## src/rtl/sha256_msg_sched.sv

```systemverilog
// SHA-256 message-schedule sequencer: loads one 16-word block, then streams
// W0..W(ROUNDS-1), expanding later words in place in a 16-entry circular buffer.
module sha256_msg_sched #(
    parameter int ROUNDS = 64
) (
    input  logic        clk,
    input  logic        rst,
    input  logic        in_valid,
    output logic        in_ready,
    input  logic [31:0] in_word,
    output logic        out_valid,
    input  logic        out_ready,
    output logic [31:0] out_word,
    output logic [5:0]  out_index,
    output logic        out_last,
    output logic        busy
);

    typedef enum logic {
        LOAD = 1'b0,
        EMIT = 1'b1
    } state_t;

    localparam logic [5:0] LAST_T = 6'(ROUNDS - 1);

    state_t      state_reg, state_next;
    logic [3:0]  cnt_reg, cnt_next;
    logic [5:0]  t_reg, t_next;
    logic [31:0] word_buf [16];

    logic        load_fire;
    logic        emit_fire;
    logic        expand;
    logic        expand_fire;
    logic        is_last;
    logic [3:0]  idx;
    logic [3:0]  idx_m2;
    logic [3:0]  idx_m7;
    logic [3:0]  idx_m15;
    logic [31:0] expanded;
    logic [31:0] wr_data;
    logic [15:0] wr_en;

    function automatic logic [31:0] sigma0(input logic [31:0] x);
        return {x[6:0], x[31:7]} ^ {x[17:0], x[31:18]} ^ {3'b000, x[31:3]};
    endfunction

    function automatic logic [31:0] sigma1(input logic [31:0] x);
        return {x[16:0], x[31:17]} ^ {x[18:0], x[31:19]} ^ {10'b0, x[31:10]};
    endfunction

    // Modulo-16 buffer offsets fall out of plain 4-bit wraparound.
    assign idx     = t_reg[3:0];
    assign idx_m2  = idx - 4'd2;
    assign idx_m7  = idx - 4'd7;
    assign idx_m15 = idx - 4'd15;

    assign expand   = (t_reg >= 6'd16);
    assign is_last  = (t_reg == LAST_T);
    assign expanded = sigma1(word_buf[idx_m2]) + word_buf[idx_m7]
                    + sigma0(word_buf[idx_m15]) + word_buf[idx];

    assign load_fire   = (state_reg == LOAD) && in_valid;
    assign emit_fire   = (state_reg == EMIT) && out_ready;
    assign expand_fire = emit_fire && expand;

    always_comb begin
        out_word = '0;
        if (state_reg == EMIT) begin
            out_word = expand ? expanded : word_buf[idx];
        end
    end

    assign out_index = t_reg;
    assign out_last  = (state_reg == EMIT) && is_last;
    assign busy      = (state_reg != LOAD) || (cnt_reg != 4'd0);

    always_comb begin
        state_next = state_reg;
        cnt_next   = cnt_reg;
        t_next     = t_reg;
        in_ready   = 1'b0;
        out_valid  = 1'b0;
        case (state_reg)
            LOAD: begin
                in_ready = 1'b1;
                if (in_valid) begin
                    cnt_next = cnt_reg + 4'd1;
                    if (cnt_reg == 4'd15) begin
                        state_next = EMIT;
                        t_next     = '0;
                    end
                end
            end
            EMIT: begin
                out_valid = 1'b1;
                if (out_ready) begin
                    if (is_last) begin
                        state_next = LOAD;
                        t_next     = '0;
                        cnt_next   = '0;
                    end else begin
                        t_next = t_reg + 6'd1;
                    end
                end
            end
            default: begin
                state_next = LOAD;
                t_next     = '0;
                cnt_next   = '0;
            end
        endcase
    end

    always_ff @(posedge clk or posedge rst) begin
        if (rst) begin
            state_reg <= LOAD;
            cnt_reg   <= '0;
            t_reg     <= '0;
        end else begin
            state_reg <= state_next;
            cnt_reg   <= cnt_next;
            t_reg     <= t_next;
        end
    end

    // Loads and expansions never overlap, so one shared write port suffices.
    assign wr_data = load_fire ? in_word : expanded;

    for (genvar gi = 0; gi < 16; gi++) begin : g_wr_en
        assign wr_en[gi] = (load_fire && (cnt_reg == 4'(gi)))
                         || (expand_fire && (idx == 4'(gi)));
    end

    always_ff @(posedge clk or posedge rst) begin
        if (rst) begin
            for (int i = 0; i < 16; i++) begin
                word_buf[i] <= '0;
            end
        end else begin
            for (int i = 0; i < 16; i++) begin
                if (wr_en[i]) begin
                    word_buf[i] <= wr_data;
                end
            end
        end
    end

endmodule

```

## config.mk

```make
export PLATFORM = sky130hd
export DESIGN_NAME = sha256_msg_sched
export DESIGN_NICKNAME = d
export VERILOG_FILES = /design/src/rtl/sha256_msg_sched.sv
export SDC_FILE = /design/constraint.sdc
export NUM_CORES = 2
export LEC_CHECK = 0
export BUFFER_PORTS_ARGS = -buffer_cell sky130_fd_sc_hd__buf_2
export CAP_MARGIN = 25
export CELL_PAD_IN_SITES_DETAIL_PLACEMENT = 1
export CELL_PAD_IN_SITES_GLOBAL_PLACEMENT = 1
export CORE_ASPECT_RATIO = 1.4
export CORE_MARGIN = 4
export CORE_UTILIZATION = 46
export DETAILED_ROUTE_END_ITERATION = 7
export PLACE_DENSITY_LB_ADDON = 0.1
export SETUP_SLACK_MARGIN = 0.4
export SLEW_MARGIN = 30
export SYNTH_ARGS = -nofsm -noshare
export SYNTH_HDL_FRONTEND = slang
export SYNTH_SLANG_ARGS = --single-unit
```

## constraint.sdc

```tcl
create_clock -name clk -period 21.5 [get_ports clk]
set_input_delay 2.15 -clock clk [delete_from_list [all_inputs] [get_ports clk]]
set_output_delay 2.15 -clock clk [all_outputs]
set_load 0.02 [all_outputs]
```

==> summary.md <==
| Metric | Value |
|---|---|
| Outcome | `finished clean` |
| Fin crit share | `0.555` |
| FILL cells | `7972` |
| Initial Util | `0.463` |
| Sequential-to-total area share from yosys stat | `0.364` |
| Worst R2R Start | `out_index[0]$_DFFE_PP0P_` |
| CTS H-tree lvls | `2` |
| Synthesized area | `0.0360 mm²` |
| CTS tree | `yes` |
| Worst slew margin | `0.295` |
| R2r endpoint | `word_buf[440]$_DFFE_PP0P_` |
| Slew Viols, Final | `0` |
| Top cell type's share of synthesized area | `0.364` |
| Worst EP required | `19.35 ns` |
| Drt total wl | `131000 µm` |
| HPWL Detailed | `86700 µm` |
| Worst Hold Class | `reg2reg` |
| CP max FO | `54` |
| Share of cells above drive strength 1 | `0.263` |
| Worst Path Arrival | `9.78 ns` |
| # DRC | `0` |
| Max-Cap Viols | `0` |
| End of the critical path | `out_word[24]` |
| Root buf cell | `clkbuf_16` |
| Fin nets | `3142` |
| Clock-pin slew on the worst setup and hold paths | `0.06 ns` |
| Post-Syn Nets | `3212` |
| Number of DRC markers in iteration 0 | `2469` |
| Post-synthesis cell count | `3072` |
| PostCTS Resize Cnt | `0` |
| Sink Count | `523` |
| Startpoint types | `register` |
| Largest net degree at the start of global routing | `129` |
| CTS Buf Count | `57` |
| Ys Warns | `0` |
| Final TNS setup | `0 ns` |
| Final setup fails | `0` |
| Cells on worst reg2reg path | `21` |
| Die Y | `339 µm` |
| Unrepaired setup endpoints after global routing | `no` |
| Max Freq | `83.8 MHz` |
| Remaining Overflow, GRT | `0` |
| Initial antenna violation count | `0` |
| Netlist cell types | `63` |
| Layout overhead on the synthesized area | `9.84%` |
| Asr flop ratio synth | `1.00` |
| Post-route ant nets | `0` |
| Pre-Repair DR Iteration Count | `5` |
| R2r setup slk | `12.11 ns` |
| Post-synthesis register bit count | `523` |
| Max reg flops | `512` |
| First-pass GRT wire length | `195000 µm` |
| Area of the multi-input gates | `0.0215 mm²` |
| Critical Path End Type | `primary output` |
| Worst-skew pair later-pin latency | `0.66 ns` |
| Clock Tree Buf Depth | `3` |
| Commonest non-fill, non-tap cells in the layout | `536 x a21oi_1, 519 x dfrtp_1, 516 x nor2_1` |
| Core Area | `0.0777 mm²` |
| Vias in the first global route | `28900` |
| Die area | `0.0828 mm²` |
| Tmin final | `11.93 ns` |
| Row count | `121` |
| Setup Skew | `0.0182 ns` |
| Syn avg cell area | `11.7 µm²` |
| Critical path type | `reg2out` |
| Commonest non-fill, non-tap cell in the layout | `a21oi_1` |
| Largest cells by area after synthesis | `dfrtp_1 36%, mux4_2 31%, a21oi_1 7.5%` |
| Drt wl/cell | `32.0 µm` |
| Ant diodes | `0` |
| # hold bufs at CTS | `0` |
| Post-CTS setup buffer count | `0` |
| Post-synth top flop | `dfrtp_1` |
| # IOs | `78` |
| Buffers on Ports | `77` |
| Number of synthesized flops with an enable pin | `0` |
| Horiz. Die Dim | `244 µm` |
| Cell taking the most area after synthesis | `dfrtp_1` |
| Final Hold Vio Count | `0` |
| Gr usage total | `0.315` |
| Actual slew at the worst max-slew pin | `1.06 ns` |
| Critical path origin | `out_index[0]$_DFFE_PP0P_` |
| Placer congestion estimate | `0.960` |
| Via count | `27400` |
| Vias per cell | `6.70` |
| Storage element area | `0.0131 mm²` |
how the worst min path moves through the flow:
stage                              start                         to  slack (ns)  cells past startpoint
2_1_floorplan  word_buf[274]$_DFFE_PP0P_  word_buf[274]$_DFFE_PP0P_        0.47                      2
3_3_place_gp    word_buf[63]$_DFFE_PP0P_   word_buf[63]$_DFFE_PP0P_        0.50                      2
5_1_grt         word_buf[50]$_DFFE_PP0P_   word_buf[50]$_DFFE_PP0P_        0.57                      2
4_1_cts         word_buf[63]$_DFFE_PP0P_   word_buf[63]$_DFFE_PP0P_        0.53                      2
6_report        word_buf[63]$_DFFE_PP0P_   word_buf[63]$_DFFE_PP0P_        0.53                      2
3_5_place_dp    word_buf[63]$_DFFE_PP0P_   word_buf[63]$_DFFE_PP0P_        0.51                      2
cell families (layout without fill, tap and decap cells):
kind of cell    Yosys count  count (layout)  share of synthesized area
flops                   523             523                      0.364
compound gates          668             668                      0.101
xor+xnor                148             148                     0.0366
buf+inv                 394             370                     0.0444
mux                     537             537                      0.329
simple gates            698             698                     0.0768
fa+ha+maj               104             104                     0.0491
cell type report:
cell class | instances | share of cell area
Inverter | 108 | 0.0106
Sequential cell | 523 | 0.331
Timing Repair Buffer | 157 | 0.0288
Multi-Input combinational cell | 2155 | 0.544
Tap cell | 1045 | 0.0331
Clock inverter | 22 | 0.00871
Clock buffer | 83 | 0.0434
metrics by stage:
| stage | cell area (µm²) | std cells | hold slack [ns] | worst slack [ns] | util |
|---|---|---|---|---|---|
| after floorplan | 36000 | 3072 | 0.474 | 4.74 | - |
| after global placement | 37200 | 3981 | 0.496 | 10.42 | 0.479 |
| after detailed placement | 37400 | 3986 | 0.514 | 10.24 | 0.481 |
| after CTS | 39400 | 4091 | 0.528 | 9.54 | 0.508 |
| after global routing | 39500 | 4093 | 0.568 | 9.01 | 0.509 |
| final | 39500 | 4093 | 0.528 | 9.57 | 0.509 |
synth_stat cells, drive strengths merged (16+ instances only):
master and count:
a21oi 537, dfrtp 523, nor2 517, mux4 510, clkbuf 188, xnor2 125, nand2 117, inv 107
buf 98, fa 62, o21ai 48, ha 42, mux2i 27, xor2 22, a21o 16
critical path, stage by stage (launching register included):
cell and delay, ns:
dfrtp_4 0.85, buf_4 0.81, buf_4 0.81, buf_4 0.80, mux4_2 0.63, mux4_2 0.56
xnor2_1 0.21, xnor2_1 0.12, fa_1 0.55, inv_1 0.05, fa_1 0.47, inv_1 0.04
ha_1 0.31, and3_1 0.19, a221o_1 0.41, and3_1 0.19, nor4_2 0.54, a21oi_1 0.21
o41ai_1 0.38, xnor2_1 0.27, nand2_1 0.11, a21oi_1 0.25, buf_2 0.22
per-layer routing:
metal / up-vias / wire length [µm] / global-route usage
met5: - / 0 / 0
met4: 0 / 7900 / 0.155
met3: 339 / 8630 / 0.0543
met2: 1128 / 66400 / 0.541
met1: 14800 / 48200 / 0.386
li1: 11200 / - / -
Power is not shown: default switching activity piles up to over one toggle a cycle in this logic, so the estimate is an artifact.
